$ cat src/rtl/vga_pkg.sv
// ---------------------------------------------------------------------------
// vga_pkg
// Shared timing constants for the 640x480@60 mode, the frame/line total
// helper, and the packed bundle of sync/enable bits that travels through the
// aligned output pipeline.
// ---------------------------------------------------------------------------
package vga_pkg;

    // 640x480@60 horizontal timing (pixels)
    localparam int VGA_H_ACTIVE = 640;
    localparam int VGA_H_FP     = 16;
    localparam int VGA_H_SYNC   = 96;
    localparam int VGA_H_BP     = 48;

    // 640x480@60 vertical timing (lines)
    localparam int VGA_V_ACTIVE = 480;
    localparam int VGA_V_FP     = 10;
    localparam int VGA_V_SYNC   = 2;
    localparam int VGA_V_BP     = 33;

    // Total length of a line or a frame: active + front porch + sync + back porch
    function automatic int vga_total(input int active, input int fp,
                                     input int sync, input int bp);
        return active + fp + sync + bp;
    endfunction

    localparam int VGA_H_TOTAL = vga_total(VGA_H_ACTIVE, VGA_H_FP, VGA_H_SYNC, VGA_H_BP);
    localparam int VGA_V_TOTAL = vga_total(VGA_V_ACTIVE, VGA_V_FP, VGA_V_SYNC, VGA_V_BP);

    // Sync/enable bits carried through the delay line (polarity already applied)
    typedef struct packed {
        logic hs;
        logic vs;
        logic de;
    } vga_sync_t;

endpackage

$ cat src/rtl/vga_delay_line.sv
// ---------------------------------------------------------------------------
// vga_delay_line
// Parametrised shift register: DEPTH stages of WIDTH bits, advancing only when
// en is high, every stage loaded with RST_VAL while reset is high.
// DEPTH = 0 degenerates to a wire.
// Ports:
//   pclk   - clock
//   reset  - synchronous active-high reset
//   en     - shift enable
//   din    - data into stage 0
//   dout   - data out of the last stage
// ---------------------------------------------------------------------------
module vga_delay_line #(
    parameter int                 WIDTH   = 1,
    parameter int                 DEPTH   = 1,
    parameter logic [WIDTH-1:0]   RST_VAL = {WIDTH{1'b0}}
) (
    input  logic             pclk,
    input  logic             reset,
    input  logic             en,
    input  logic [WIDTH-1:0] din,
    output logic [WIDTH-1:0] dout
);

    generate
        if (DEPTH == 0) begin : g_wire
            assign dout = din;
        end else begin : g_shift
            logic [WIDTH-1:0] stage_r [DEPTH];

            // Shift register: reset fills every stage with the idle value
            always_ff @(posedge pclk) begin
                if (reset) begin
                    for (int i = 0; i < DEPTH; i++) begin
                        stage_r[i] <= RST_VAL;
                    end
                end else if (en) begin
                    stage_r[0] <= din;
                    for (int i = 1; i < DEPTH; i++) begin
                        stage_r[i] <= stage_r[i-1];
                    end
                end
            end

            assign dout = stage_r[DEPTH-1];
        end
    endgenerate

endmodule

$ cat src/rtl/vga_pipe_driver.sv
// ---------------------------------------------------------------------------
// vga_pipe_driver
// VGA timing generator with a fetch-latency-aligned output pipeline.
// Stage 0 (the counters) issues pixel coordinates to an external memory; the
// returned colour arrives FETCH_LAT enabled cycles later and is registered
// together with hsync/vsync/de, so the colour for (x,y) leaves in the same
// cycle as de for (x,y).
// Ports:
//   pclk, reset        - clock, synchronous active-high reset
//   pix_en             - pixel advance enable
//   vga_data           - {r,g,b} from memory, FETCH_LAT cycles after address
//   h_addr, v_addr     - stage-0 visible coordinates (0 outside active area)
//   addr_valid         - stage-0 coordinates are visible
//   line_start         - pulse on the first enabled cycle of each line
//   frame_start        - pulse on the first enabled cycle of each frame
//   hsync, vsync, de   - registered, aligned to vga_r/g/b
//   vga_r, vga_g, vga_b- registered colour, forced to 0 while blanking
// ---------------------------------------------------------------------------
module vga_pipe_driver
    import vga_pkg::*;
#(
    parameter int   H_ACTIVE  = VGA_H_ACTIVE,
    parameter int   H_FP      = VGA_H_FP,
    parameter int   H_SYNC    = VGA_H_SYNC,
    parameter int   H_BP      = VGA_H_BP,
    parameter int   V_ACTIVE  = VGA_V_ACTIVE,
    parameter int   V_FP      = VGA_V_FP,
    parameter int   V_SYNC    = VGA_V_SYNC,
    parameter int   V_BP      = VGA_V_BP,
    parameter logic HS_POL    = 1'b0,
    parameter logic VS_POL    = 1'b0,
    parameter int   FETCH_LAT = 2,
    parameter int   CW        = 4,
    parameter int   AW        = 10
) (
    input  logic            pclk,
    input  logic            reset,
    input  logic            pix_en,
    input  logic [3*CW-1:0] vga_data,
    output logic [AW-1:0]   h_addr,
    output logic [AW-1:0]   v_addr,
    output logic            addr_valid,
    output logic            line_start,
    output logic            frame_start,
    output logic            hsync,
    output logic            vsync,
    output logic            de,
    output logic [CW-1:0]   vga_r,
    output logic [CW-1:0]   vga_g,
    output logic [CW-1:0]   vga_b
);

    localparam int H_TOTAL = vga_total(H_ACTIVE, H_FP, H_SYNC, H_BP);
    localparam int V_TOTAL = vga_total(V_ACTIVE, V_FP, V_SYNC, V_BP);
    localparam int HCW     = $clog2(H_TOTAL);
    localparam int VCW     = $clog2(V_TOTAL);

    // Region boundaries sized to the counters so comparisons stay width-matched
    localparam logic [HCW-1:0] H_LAST     = HCW'(H_TOTAL - 1);
    localparam logic [HCW-1:0] H_ACT_END  = HCW'(H_ACTIVE);
    localparam logic [HCW-1:0] H_SYNC_BEG = HCW'(H_ACTIVE + H_FP);
    localparam logic [HCW-1:0] H_SYNC_END = HCW'(H_ACTIVE + H_FP + H_SYNC);
    localparam logic [HCW-1:0] H_ONE      = {{(HCW-1){1'b0}}, 1'b1};
    localparam logic [VCW-1:0] V_LAST     = VCW'(V_TOTAL - 1);
    localparam logic [VCW-1:0] V_ACT_END  = VCW'(V_ACTIVE);
    localparam logic [VCW-1:0] V_SYNC_BEG = VCW'(V_ACTIVE + V_FP);
    localparam logic [VCW-1:0] V_SYNC_END = VCW'(V_ACTIVE + V_FP + V_SYNC);
    localparam logic [VCW-1:0] V_ONE      = {{(VCW-1){1'b0}}, 1'b1};

    localparam vga_sync_t SYNC_IDLE = '{hs: ~HS_POL, vs: ~VS_POL, de: 1'b0};

    logic [HCW-1:0] h_cnt_r;
    logic [VCW-1:0] v_cnt_r;
    logic           h_act_s;
    logic           v_act_s;
    logic           h_sync_s;
    logic           v_sync_s;
    vga_sync_t      sync0_s;
    vga_sync_t      sync_dly_s;

    // Raster counters: h wraps at H_TOTAL-1 and carries into v on the same cycle
    always_ff @(posedge pclk) begin
        if (reset) begin
            h_cnt_r <= {HCW{1'b0}};
            v_cnt_r <= {VCW{1'b0}};
        end else if (pix_en) begin
            if (h_cnt_r == H_LAST) begin
                h_cnt_r <= {HCW{1'b0}};
                if (v_cnt_r == V_LAST) begin
                    v_cnt_r <= {VCW{1'b0}};
                end else begin
                    v_cnt_r <= v_cnt_r + V_ONE;
                end
            end else begin
                h_cnt_r <= h_cnt_r + H_ONE;
            end
        end
    end

    // Stage-0 region decode and coordinate outputs
    always_comb begin
        h_act_s  = (h_cnt_r < H_ACT_END);
        v_act_s  = (v_cnt_r < V_ACT_END);
        h_sync_s = (h_cnt_r >= H_SYNC_BEG) && (h_cnt_r < H_SYNC_END);
        v_sync_s = (v_cnt_r >= V_SYNC_BEG) && (v_cnt_r < V_SYNC_END);

        addr_valid = h_act_s && v_act_s;
        if (addr_valid) begin
            h_addr = AW'(h_cnt_r);
            v_addr = AW'(v_cnt_r);
        end else begin
            h_addr = {AW{1'b0}};
            v_addr = {AW{1'b0}};
        end

        line_start  = pix_en && (h_cnt_r == {HCW{1'b0}});
        frame_start = line_start && (v_cnt_r == {VCW{1'b0}});

        // Polarity is applied here so idle values in the pipe are already final
        sync0_s.hs = h_sync_s ? HS_POL : ~HS_POL;
        sync0_s.vs = v_sync_s ? VS_POL : ~VS_POL;
        sync0_s.de = addr_valid;
    end

    // FETCH_LAT stages line sync/de up with the returning vga_data
    vga_delay_line #(
        .WIDTH   ($bits(vga_sync_t)),
        .DEPTH   (FETCH_LAT),
        .RST_VAL (SYNC_IDLE)
    ) u_sync_dly (
        .pclk  (pclk),
        .reset (reset),
        .en    (pix_en),
        .din   (sync0_s),
        .dout  (sync_dly_s)
    );

    // Final output stage: sync/de plus colour, colour blanked when de is low
    always_ff @(posedge pclk) begin
        if (reset) begin
            hsync <= SYNC_IDLE.hs;
            vsync <= SYNC_IDLE.vs;
            de    <= SYNC_IDLE.de;
            vga_r <= {CW{1'b0}};
            vga_g <= {CW{1'b0}};
            vga_b <= {CW{1'b0}};
        end else if (pix_en) begin
            hsync <= sync_dly_s.hs;
            vsync <= sync_dly_s.vs;
            de    <= sync_dly_s.de;
            if (sync_dly_s.de) begin
                vga_r <= vga_data[3*CW-1:2*CW];
                vga_g <= vga_data[2*CW-1:CW];
                vga_b <= vga_data[CW-1:0];
            end else begin
                vga_r <= {CW{1'b0}};
                vga_g <= {CW{1'b0}};
                vga_b <= {CW{1'b0}};
            end
        end
    end

endmodule

$ cat config.mk
export PLATFORM = sky130hd
export DESIGN_NAME = vga_pipe_driver
export DESIGN_NICKNAME = d
export VERILOG_FILES = /design/src/rtl/vga_pkg.sv /design/src/rtl/vga_delay_line.sv /design/src/rtl/vga_pipe_driver.sv
export SDC_FILE = /design/constraint.sdc
export NUM_CORES = 1
export LEC_CHECK = 0
export BUFFER_PORTS_ARGS = -buffer_cell sky130_fd_sc_hd__buf_2
export CAP_MARGIN = 30
export CORE_MARGIN = 2
export CORE_UTILIZATION = 56
export CTS_CLUSTER_DIAMETER = 200
export DETAILED_ROUTE_END_ITERATION = 10
export HOLD_SLACK_MARGIN = 0.03
export PLACE_DENSITY = 0.91
export SETUP_SLACK_MARGIN = 0.4
export SKIP_LAST_GASP = 1
export SLEW_MARGIN = 25
export SYNTH_ARGS = -nofsm -noshare
export SYNTH_HDL_FRONTEND = slang
export SYNTH_SLANG_ARGS = --single-unit
export TNS_END_PERCENT = 10
$ cat constraint.sdc
create_clock -name pclk -period 3.78 [get_ports pclk]
set_input_delay 0.945 -clock pclk [delete_from_list [all_inputs] [get_ports pclk]]
set_output_delay 0.945 -clock pclk [all_outputs]
set_load 0.05 [all_outputs]
==> impl_metrics.csv <==
group,metric,value,unit
pwr,combinationalPowerShare,10.1,%
critical_path,cp.required,2.83,ns
clocking,htree_levels,2,
synth,synth_simple_gate_area_share,31.4,%
finish,final_cells,315,
sta,hold_viol,0,
finish,drive_gt1_share,25.7,%
critical_path,r2r_slack,1.68,ns
critical_path,slowest_delay,0.33,ns
synth,postSynth.asyncResetShare,0,%
synth,postSynthCellCount,227,
synth,synth_edf_count,6,
pwr,clock_power_share,38.2,%
critical_path,cp_max_fo,19,
drt,drcViolationCount,0,
synth,synth_flop_cell,"dfxtp_1",
worst_hold_path,holdCritPathClass,"flip-flop to flip-flop",
drt,detail_route.vias_per_cell,5.73,
pwr,irDropWorstVdd,0.221,mV
critical_path,r2r_start,"h_cnt_r[1]$_SDFFE_PP0P_",
synth,avgSynthCellArea,8.82,um^2
finish,area_growth,18.9,%
clocking,cts_sinks,41,
clocking,cts_setup_buffers,0,
sta,skew,0.0114,ns
pwr,power_leakage,0.999,nW
sta,timing.setup.tns,0,ns
sta,worst_slack,0.519,ns
die,coreArea,3390,um^2
pwr,p_per_area,372,nW/um^2
synth,synth_top_family_by_area,"simple AND/OR/NAND/NOR gates",
critical_path,startpoint,"pix_en",
critical_path,endpoint_kind,"output port",
synth,syn_area,2000,um^2
synth,yosys.area_share.adder,2.50,%
clocking,clock_tree.buffer_depth,2,
sta,final_max_slew_viol_count,0,
global_route,grt_util_all_layers,23.2,%
finish,insertedDiodeCount,0,
clocking,cts_inserted_buffers,5,
sta,max_slew_margin,63.4,%
synth,synthTopCellsByArea,"dfxtp_1 (35%), edfxtp_1 (9.0%), and2_1 (5.9%)",
die,ioPinCount,53,
placed_design,place_inst,307,
synth,syn_nets,246,
synth,yosysTopAreaCellShare,35.0,%
die,die_w,63.8,um
drt,vias,1804,
pwr,switching_share,25.4,%
clocking,cts_tree,"built",
pwr,p_sw,0.225,mW
drt,drt.antenna.violating_nets,0,
clocking,clkTransAtPathRegs,0.12,ns
placed_design,pre_cts_slack,0.386,ns
finish,final_area,2380,um^2
die,die_h,63.8,um
synth,synth-xor-area-share,3.50,%
sta,layout_min_cycle_time,3.26,ns
sta,rsz0062_at_grt,"no",
sta,setup_violations,0,
critical_path,worstPathArrival,2.32,ns
critical_path,crit_type,"input pin to output port",
global_route,grt_pass1_wl,7.40,mm
global_route,antenna_found_initial,0,
finish,fin_nets,287,
critical_path,cp_slowest_cell,"nor4_2",
global_route,grt_pass1_vias,1619,
flow_run,max_cap_viol_count,0,
critical_path,cp-start-kind,"input pin",
clocking,clk_latency,0.37,ns
drt,dr.pass1.iters,4,
placed_design,dpl.hpwl,3.20,mm
die,dieArea,4070,um^2
synth,yosysMostFrequentCell,"dfxtp_1",
finish,final_core_util,70.2,%
sta,post-route-period-util,86.3,%
synth,yosysUniqueCellTypes,45,
worst_hold_path,min-delay-start,"u_sync_dly.g_shift.stage_r[0][5]$_SDFFCE_PN1P_",
drt,wire_per_inst,14.5,um
synth,synth_common_cells,"dfxtp_1 (35), nor2_1 (29), and2_1 (19), clkbuf_1 (13), a22oi_1 (12)",
die,row_count,21,
pwr,seq_power_share,51.7,%
synth,synth-warning-count,0,
pwr,p_int,0.661,mW
sta,fmax,307,MHz
drt,drtIter0Drc,157,
pwr,power,0.885,mW
global_route,overflow,0,
synth,synth_seq_cells,41,
drt,wirelength,4.57,mm
placed_design,globalplace.congestion,0.877,
sta,whs,0.478,ns
synth,yosysTopAreaCell,"dfxtp_1",
synth,synth_compound_area_share,12.4,%
die,initial_core_util,59.1,%
critical_path,crit_chain,"buf_2, inv_8, nor4_2, and3_4, nor4bb_4, clkbuf_4",
synth,muxShareOfSynthArea,0.562,%
sta,tightestPinTransition,0.548,ns
placed_design,dpl-instance-area,2270,um^2
outcome,status,"finished, final reports clean",
synth,synth-seq-area-share,44.0,%
global_route,grt_max_degree,30,
clocking,cts_root_buf,"clkbuf_4",
placed_design,io_buffers,51,
[worst paths after layout]
| check | endpoint | cells past startpoint |
|---|---|---|
| worst max-delay path | frame_start | 6 |
| worst min-delay path | hsync$_SDFFE_PP1P_ | 1 |
| worst max register to register | v_cnt_r[6]$_SDFFE_PP0P_ | 5 |
| worst min register to register | hsync$_SDFFE_PP1P_ | 1 |
[flip-flops by register name, indices dropped and copies added (netlist names)]
signal	count
vga_g	4
de	1
hsync	1
vga_r	4
vsync	1
v_cnt_r	10
h_cnt_r	10
vga_b	4
u_sync_dly.g_shift.stage_r	6
[cell usage in the layout, fill, tap and decap left out, types with 6 or more instances in the layout]
master,count
nand2_1,8
a22oi_1,12
a21oi_1,10
buf_2,50
nand3_1,10
clkbuf_4,6
nand4_1,7
and2_1,19
edfxtp_1,6
nor2_1,29
dfxtp_1,35
[cell type report]
type / instances / area [um^2]
clock buffer: 6 / 62.6
clock inverter: 2 / 38.8
fill: 275 / 1010
inverter: 6 / 30.0
multi-input combinational: 161 / 1040
sequential: 41 / 881
tap: 46 / 57.6
timing repair buffer: 53 / 273
[worst max-delay path, delay by kind of cell]
kind | cells | cell delay [ns]
buffers and inverters | 3 | 0.61
and+or+nand+nor | 3 | 0.75
[what timing repair did]
| item | in CTS | in global routing |
|---|---|---|
| setup endpoints to repair | 1 | 1 |
| pin swaps | 0 | 0 |
| resized for setup | 1 | 2 |
| hold buffers | 0 | 0 |
[layer usage]
layer	vias up	global-route usage, %	part of all wire [%]
li1	889	-	-
met1	850	29.6	42
met2	54	36.5	49
met3	11	5.28	6.3
met4	0	12.2	1.9
met5	-	0	0
[cell families after synthesis]
logic type	count (synthesis)
other cells	1
buf+inv	25
simple gates	111
compound gates	36
fa+ha+maj	4
xor+xnor	8
flops	41
mux	1
[power groups by stage]
stage	clock network [mW]	registers (mW)	logic, mW
global route	0.357	0.459	0.0957
finish	0.338	0.457	0.0896
global placement	0	0.467	0.0860
detailed placement	0	0.467	0.0884
CTS	0.339	0.457	0.0892
floorplan	0	0.484	0.0494
(Power assumes the default switching activity.)
